File: src/rtl/imem_loader_if.sv
// rtl/imem_loader_if.sv - byte-stream input and instruction-memory write bus of the image loader
interface imem_loader_if #(
  parameter int ADDR_W = 8
);
  logic              byte_valid_i;
  logic [7:0]        byte_data_i;
  logic              byte_last_i;
  logic              byte_ready_o;
  logic              imem_we_o;
  logic [ADDR_W-1:0] imem_addr_o;
  logic [31:0]       imem_data_o;
  logic              start_o;
  logic              err_o;
  logic [ADDR_W:0]   words_o;

  // Image source and memory/CPU side
  modport master (
    output byte_valid_i, byte_data_i, byte_last_i,
    input  byte_ready_o, imem_we_o, imem_addr_o, imem_data_o, start_o, err_o, words_o
  );

  // Loader side
  modport slave (
    input  byte_valid_i, byte_data_i, byte_last_i,
    output byte_ready_o, imem_we_o, imem_addr_o, imem_data_o, start_o, err_o, words_o
  );
endinterface

File: src/rtl/imem_loader.sv
// rtl/imem_loader.sv - zero-fills instruction memory, loads a little-endian byte image, then starts the CPU
module imem_loader #(
  parameter int DEPTH  = 256,
  parameter int ADDR_W = 8
) (
  input  logic          clk_i,
  input  logic          rst_i,
  imem_loader_if.slave  bus
);

  typedef enum logic [1:0] {CLEAR, LOAD, DONE, ERROR} state_t;

  localparam logic [ADDR_W:0]   FULL      = (ADDR_W+1)'(DEPTH);
  localparam logic [ADDR_W-1:0] LAST_ADDR = ADDR_W'(DEPTH - 1);

  state_t            state;
  logic [1:0]        idx;
  logic [ADDR_W:0]   word_cnt;
  // Lanes 0..2 of the word in progress; lane 3 goes straight into the write data
  logic [23:0]       asm_q;
  logic              we_q;
  logic [ADDR_W-1:0] addr_q;
  logic [31:0]       data_q;
  logic              ready_q;
  logic              start_q;
  logic              err_q;
  logic              accept;

  assign accept = bus.byte_valid_i && ready_q;

  assign bus.byte_ready_o = ready_q;
  assign bus.imem_we_o    = we_q;
  assign bus.imem_addr_o  = addr_q;
  assign bus.imem_data_o  = data_q;
  assign bus.start_o      = start_q;
  assign bus.err_o        = err_q;
  assign bus.words_o      = word_cnt;

  // Loader FSM: every output is a register; addr_q doubles as the clear address
  always_ff @(posedge clk_i) begin
    if (!rst_i) begin
      state    <= CLEAR;
      idx      <= 2'd0;
      word_cnt <= '0;
      asm_q    <= '0;
      we_q     <= 1'b1;
      addr_q   <= '0;
      data_q   <= '0;
      ready_q  <= 1'b0;
      start_q  <= 1'b0;
      err_q    <= 1'b0;
    end else begin
      case (state)
        CLEAR: begin
          if (addr_q == LAST_ADDR) begin
            state   <= LOAD;
            we_q    <= 1'b0;
            ready_q <= 1'b1;
          end else begin
            addr_q  <= addr_q + 1'b1;
          end
        end

        LOAD: begin
          we_q <= 1'b0;
          if (accept) begin
            if (word_cnt == FULL) begin
              // Image larger than memory: refuse the byte and stop
              state   <= ERROR;
              err_q   <= 1'b1;
              ready_q <= 1'b0;
            end else if (idx == 2'd3) begin
              we_q     <= 1'b1;
              addr_q   <= word_cnt[ADDR_W-1:0];
              data_q   <= {bus.byte_data_i, asm_q};
              word_cnt <= word_cnt + 1'b1;
              idx      <= 2'd0;
              asm_q    <= '0;
              if (bus.byte_last_i) begin
                state   <= DONE;
                ready_q <= 1'b0;
              end
            end else if (bus.byte_last_i) begin
              // Image ended mid-word: the partial word is dropped
              state   <= ERROR;
              err_q   <= 1'b1;
              ready_q <= 1'b0;
            end else begin
              case (idx)
                2'd0:    asm_q[7:0]   <= bus.byte_data_i;
                2'd1:    asm_q[15:8]  <= bus.byte_data_i;
                default: asm_q[23:16] <= bus.byte_data_i;
              endcase
              idx <= idx + 1'b1;
            end
          end
        end

        DONE: begin
          // start follows the final write by one cycle so the CPU never fetches a word still being written
          we_q    <= 1'b0;
          ready_q <= 1'b0;
          start_q <= 1'b1;
        end

        ERROR: begin
          we_q    <= 1'b0;
          ready_q <= 1'b0;
          start_q <= 1'b0;
          err_q   <= 1'b1;
        end

        default: begin
          state <= ERROR;
        end
      endcase
    end
  end

endmodule

File: src/flat_wrapper.sv
// flat-port wrapper written by rule: the top's interface ports become plain ports
module imem_loader_flat 
#(
  parameter int DEPTH  = 256,
  parameter int ADDR_W = 8
)
  (clk_i, rst_i, bus_byte_valid_i, bus_byte_data_i, bus_byte_last_i, bus_byte_ready_o, bus_imem_we_o, bus_imem_addr_o, bus_imem_data_o, bus_start_o, bus_err_o, bus_words_o);
  imem_loader_if #(.ADDR_W(ADDR_W)) bus_i ();
  input  logic clk_i;
  input  logic rst_i;
  input wire logic [$bits(bus_i.byte_valid_i)-1:0] bus_byte_valid_i;
  input wire logic [$bits(bus_i.byte_data_i)-1:0] bus_byte_data_i;
  input wire logic [$bits(bus_i.byte_last_i)-1:0] bus_byte_last_i;
  output wire logic [$bits(bus_i.byte_ready_o)-1:0] bus_byte_ready_o;
  output wire logic [$bits(bus_i.imem_we_o)-1:0] bus_imem_we_o;
  output wire logic [$bits(bus_i.imem_addr_o)-1:0] bus_imem_addr_o;
  output wire logic [$bits(bus_i.imem_data_o)-1:0] bus_imem_data_o;
  output wire logic [$bits(bus_i.start_o)-1:0] bus_start_o;
  output wire logic [$bits(bus_i.err_o)-1:0] bus_err_o;
  output wire logic [$bits(bus_i.words_o)-1:0] bus_words_o;
  assign bus_i.byte_valid_i = bus_byte_valid_i;
  assign bus_i.byte_data_i = bus_byte_data_i;
  assign bus_i.byte_last_i = bus_byte_last_i;
  assign bus_byte_ready_o = bus_i.byte_ready_o;
  assign bus_imem_we_o = bus_i.imem_we_o;
  assign bus_imem_addr_o = bus_i.imem_addr_o;
  assign bus_imem_data_o = bus_i.imem_data_o;
  assign bus_start_o = bus_i.start_o;
  assign bus_err_o = bus_i.err_o;
  assign bus_words_o = bus_i.words_o;
  imem_loader #(.DEPTH(DEPTH), .ADDR_W(ADDR_W)) u_core (.clk_i(clk_i), .rst_i(rst_i), .bus(bus_i));
endmodule
File: config.mk
export PLATFORM = sky130hd
export DESIGN_NAME = imem_loader_flat
export DESIGN_NICKNAME = d
export VERILOG_FILES = /design/src/rtl/imem_loader_if.sv /design/src/rtl/imem_loader.sv /design/src/flat_wrapper.sv
export SDC_FILE = /design/constraint.sdc
export NUM_CORES = 1
export LEC_CHECK = 0
export CORE_MARGIN = 2
export CORE_UTILIZATION = 35
export DETAILED_ROUTE_END_ITERATION = 6
export GPL_TIMING_DRIVEN = 1
export PLACE_DENSITY = 0.6
export SETUP_SLACK_MARGIN = 0.3
export SYNTH_ARGS = -nofsm -noshare
export SYNTH_HDL_FRONTEND = slang
export SYNTH_SLANG_ARGS = --single-unit
export TNS_END_PERCENT = 100
File: constraint.sdc
create_clock -name clk_i -period 2.7 [get_ports clk_i]
set_input_delay 0.54 -clock clk_i [delete_from_list [all_inputs] [get_ports clk_i]]
set_output_delay 0.54 -clock clk_i [all_outputs]
set_load 0.01 [all_outputs]
* Yosys cells after proc, flatten, opt, wreduce, memory -nomap -nowiden
Cells that the tools add are included.
Word-level totals: register bits 81, bits of input ports 12, output and inout bits 53, word-level logic and storage cells 86
Operators by class: $add $sub $neg 3, equal/unequal tests 16, muxes and demuxes 35, bitwise gates (word level) 1, reduce and logical (&&, ||, !) cells 19
Operator list (count):
- two-way mux 8 bit | 7
- two-way mux 24 bit | 2
- AND reduction 5 bit | 4
- two-way mux 2 bit | 8
- one-hot mux 8 bit (2 select lines) | 1
- AND reduction 4 bit | 4
- two-way mux 1 bit | 12
- != test 2 x 1 -> 1 bit (second input constant) | 5
- nonzero test 2 bit | 5
- adder 9 x 1 -> 9 bit (second input constant) | 1
- equality test 9 bit (second input constant) | 1
- adder 8 x 1 -> 8 bit (second input constant) | 1
- equality test 8 bit (second input constant) | 1
- equality test 2 bit (second input constant) | 3
- != test 3 x 2 -> 1 bit (second input constant) | 2
- one-hot mux 1 bit (3 select lines) | 2
- equality test 2 x 1 -> 1 bit (second input constant) | 2
- logical NOT 2 bit | 2
- != test 2 bit (second input constant) | 2
- one-hot mux 1 bit (2 select lines) | 2
- one-hot mux 2 bit (2 select lines) | 1
- OR reduction 2 bit | 2
- AND reduction 3 bit | 1
- adder 2 x 1 -> 2 bit (second input constant) | 1
- 2 further kinds | 2

* Depth between registers and ports, before layout
depth after elaboration 5, gate-level depth with buffers 9, gate-level depth less buffers 6

* Least setup slack after synthesis
No wires, ideal clock.
kind flip-flop to flip-flop, start point register u_core.word_cnt[0], in the netlist u_core.bus.words_o[0], end point register u_core.addr_q[5], in the netlist u_core.bus.imem_addr_o[5], setup time 119 ps, arrival 1881 ps, data required time 2581 ps, setup slack 701 ps, cell stages (with the launch flop) 9, buffers on the path 2, clock period less this slack 1999 ps, cells stage by stage dfxtp_1 inv_1 ha_1 or4b_1 buf_6 o211ai_4 buf_6 a22oi_1 o221a_1
On the way: word-level cells in the longest chain between the ends 3
RTL lines:
- start: declaration | RTL line imem_loader.sv:18 | logic [ADDR_W:0] word_cnt;
- start signal: assignment | RTL line imem_loader.sv:76 | word_cnt <= word_cnt + 1'b1;
- equality test 9 bit | RTL line imem_loader.sv:67 | if (word_cnt == FULL) begin
- != test 2 bit (no source line)
- AND reduction 5 bit (no source line)
- end signal: assignment | RTL line imem_loader.sv:60 | addr_q <= addr_q + 1'b1;
- end signal: assignment | RTL line imem_loader.sv:74 | addr_q <= word_cnt[ADDR_W-1:0];
- end: declaration | RTL line imem_loader.sv:22 | logic [ADDR_W-1:0] addr_q;
No other way between the ends. A chain may end at the register's enable or synchronous reset.

* Final worst setup path
start point register u_core.idx[0], end point register u_core.word_cnt[3], in the netlist u_core.bus.words_o[3]
On the way: word-level cells in the longest chain between the ends 2
RTL lines:
- start: declaration | RTL line imem_loader.sv:17 | logic [1:0] idx;
- start signal: assignment | RTL line imem_loader.sv:94 | idx <= idx + 1'b1;
- equality test 2 bit | RTL line imem_loader.sv:72 | end else if (idx == 2'd3) begin
- AND reduction 4 bit (no source line)
No other way between the ends.

==> results.yml <==
clocking:
  cts_htree_levels: 3
  clkLatencyLatePin_ns: 0.35
  clk_path_buf_depth: 2
  cts_tree: "built"
  clockRootBuffer: "clkbuf_8"
  cts-buffers-inserted: 9
  hold_buffers: 0
  path_clk_slew_ns: 0.08
  cts_sinks: 81
yosys:
  synth_fp_nets: 430
  synth_xor_area_share_pct: 0.952
  synth_fa_ha_area_share_pct: 2.04
  synth-simple-area-share_pct: 22.5
  ys_seq_elements: 81
  synthesis.area_mm2: 0.00368
  yosysWarningCount: 0
  synth_cells: 412
  synth_area_leaders: "dfxtp_1 (44%), nand2_1 (9.3%), a21boi_0 (7.5%)"
  synth-edff-count: 0
  async_flop_share_pct: 0
  synthMuxAreaShare_pct: 5.17
  syn_area_per_cell_um2: 8.93
  synth_top_family_by_area: "simple AND/OR/NAND/NOR gates"
  synth_compound_area_share_pct: 20.2
  ys.flop_type: "dfxtp_1"
  netlist.area_leader.share_pct: 44.1
  seq_area_frac_synth_pct: 44.1
  yosysTopAreaCell: "dfxtp_1"
  synth.distinct_cells: 51
hold_path:
  worstHoldPathType: "flop to flop"
finish:
  nNetsFinal: 491
  drive_gt1_share_pct: 8.60
  final_area_mm2: 0.00469
  mostFrequentLayoutCell: "nand2_1"
  fillers: 1046
  syn_to_final_growth_pct: 27.5
  diodes: 0
  mostFrequentLayoutCells: "nand2_1 (91), dfxtp_1 (81), clkdlybuf4s50_1 (63), a21boi_0 (37), nor2b_1 (26)"
route:
  wirelength_mm: 8.33
  drc: 0
  vias_per_cell: 4.89
  vias: 2995
  dr.pass1.iters: 4
  drt-initial-drc-count: 132
  wl_per_cell_um: 13.6
  drtAntennaViolNets: 0
global_routing:
  grt_pass1_vias: 2872
  antenna_found_initial: 0
  grt_usage_pct: 15.5
  grt-ovfl-total: 0
  grt_max_degree: 48
  grt_pass1_wl_mm: 14.0
setup_path:
  end_kind: "flop"
  required_ns: 2.99
  cp_max_fo: 17
  worstPathArrival_ns: 2.49
  critPathLaunchType: "flop"
  path_class: "flop to flop"
timing:
  fin_crit_sh_pct: 81.8
  setup_viol: 0
  layout_min_cycle_time_ns: 2.21
  tns_ns: 0
  tightestPinTransition_ns: 0.830
  rsz0062_at_grt: "false"
  hold_violations: 0
  relSlewSlack_pct: 44.6
  max_freq_ghz: 0.453
  fin_worst_skew_ns: 0.0125
  slew_violations: 0
power_and_ir_drop:
  p_switching_mw: 0.499
  p_int_mw: 1.86
  seq_power_share_pct: 51.1
  clkPwrFrac_pct: 45.2
  ir_worst_vdd_mv: 0.200
  finalPower_mw: 2.36
  pwr-share-comb_pct: 3.8
  powerDensity_mw_per_mm2: 502
  p_sw_share_pct: 21.2
  p_leak_nw: 1.73
placement:
  port_buffers: 64
  place_area_mm2: 0.00443
  gp_congestion: 0.835
  dpl.hpwl_mm: 5.91
outcome:
  status: "completed"
floorplanning:
  core_area_mm2: 0.0103
  initial_core_util_pct: 35.8
  die_width_um: 107
  dieArea_mm2: 0.0114
  die_y_um: 107
  rows: 37
  io-pin-count: 65
run:
  drv_cap: 0
cell type report:
type | instances | area [µm²] | share of cell area, %
timing repair buffer | 78 | 753 | 16.0
clock inverter | 6 | 115 | 2.45
inverter | 9 | 33.8 | 0.720
clock buffer | 9 | 124 | 2.64
tap | 136 | 170 | 3.63
sequential | 81 | 1620 | 34.6
multi-input combinational | 294 | 1880 | 40.0
synthesized netlist by cell type, drive strengths merged (4+ instances only):
library cell  instances
a21oi                 4
nand3                15
clkbuf               14
dfxtp                81
and2                 10
mux2i                19
inv                   9
o21ai                19
nand2                91
o221a                 5
nand2b                4
buf                  14
ha                    6
nor3                  7
a21boi               39
nor2b                26
state kept, by name (all words and copies together) (netlist names):
| register | flops |
|---|---|
| u_core.asm_q | 24 |
| u_core.bus.byte_ready_o | 1 |
| u_core.bus.err_o | 1 |
| u_core.bus.imem_addr_o | 8 |
| u_core.bus.imem_data_o | 32 |
| u_core.bus.imem_we_o | 1 |
| u_core.bus.start_o | 1 |
| u_core.bus.words_o | 9 |
| u_core.idx | 2 |
| u_core.state | 2 |
worst paths after layout:
kind | startpoint | end | slack, ns | cells past startpoint
worst max-delay path | u_core.idx[0]$_SDFFE_PN0P_ | u_core.bus.words_o[3]$_SDFFE_PN0P_ | 0.49 | 6
worst min-delay path | u_core.asm_q[2]$_SDFFE_PN0P_ | u_core.bus.imem_data_o[2]$_SDFFE_PN0P_ | 0.46 | 2
worst max register to register | u_core.idx[0]$_SDFFE_PN0P_ | u_core.bus.words_o[3]$_SDFFE_PN0P_ | 0.49 | 6
worst min register to register | u_core.asm_q[2]$_SDFFE_PN0P_ | u_core.bus.imem_data_o[2]$_SDFFE_PN0P_ | 0.46 | 2
worst max-delay path, stage by stage (launching register included):
cell and delay, ns:
dfxtp_1 0.40, ha_1 0.73, o211ai_4 0.19, buf_4 0.21
buf_4 0.14, or3_1 0.33, a21boi_0 0.15
power groups by stage:
stage | combinational, mW | clock [mW] | sequential [mW]
finish | 0.0890 | 1.06 | 1.20
CTS | 0.0900 | 1.09 | 1.20
global route | 0.0982 | 1.14 | 1.20
global placement | 0.0893 | 0 | 1.23
floorplan | 0.0454 | 0 | 1.23
detailed placement | 0.0897 | 0 | 1.23
through the flow:
stage                     utilization, %  hold slack [ns]  worst slack (ns)  instances
after detailed placement            43.1            0.455             0.228        595
after global placement              43.1            0.450             0.307        595
after CTS                           45.6            0.465             0.331        613
after global routing                45.7            0.485             0.336        613
after floorplan                        -            0.436             0.701        412
final                               45.7            0.462             0.491        613
logic make-up after synthesis:
group / Yosys count
adders and majority gates: 6
muxes: 19
AOI/OAI and AO/OA: 94
xor gates and xnor gates: 4
buffers and inverters: 37
and+or+nand+nor: 171
DFF: 81
per-layer routing:
layer  wire (µm)  share of wire [%]  global-route usage (%)
met2        3860                 46                    24.3
met3         276                3.3                    2.27
met5           0                  0                       0
met4         136                1.6                    6.40
met1        4050                 49                    21.5
repair_timing:
| item | 4_1_cts | 5_1_grt |
|---|---|---|
| gates resized for setup | 0 | 2 |
| setup endpoints to repair | 8 | 16 |
| setup buffers | 3 | 0 |
| pin swaps | 1 | 0 |
(Power assumes the default switching activity.)
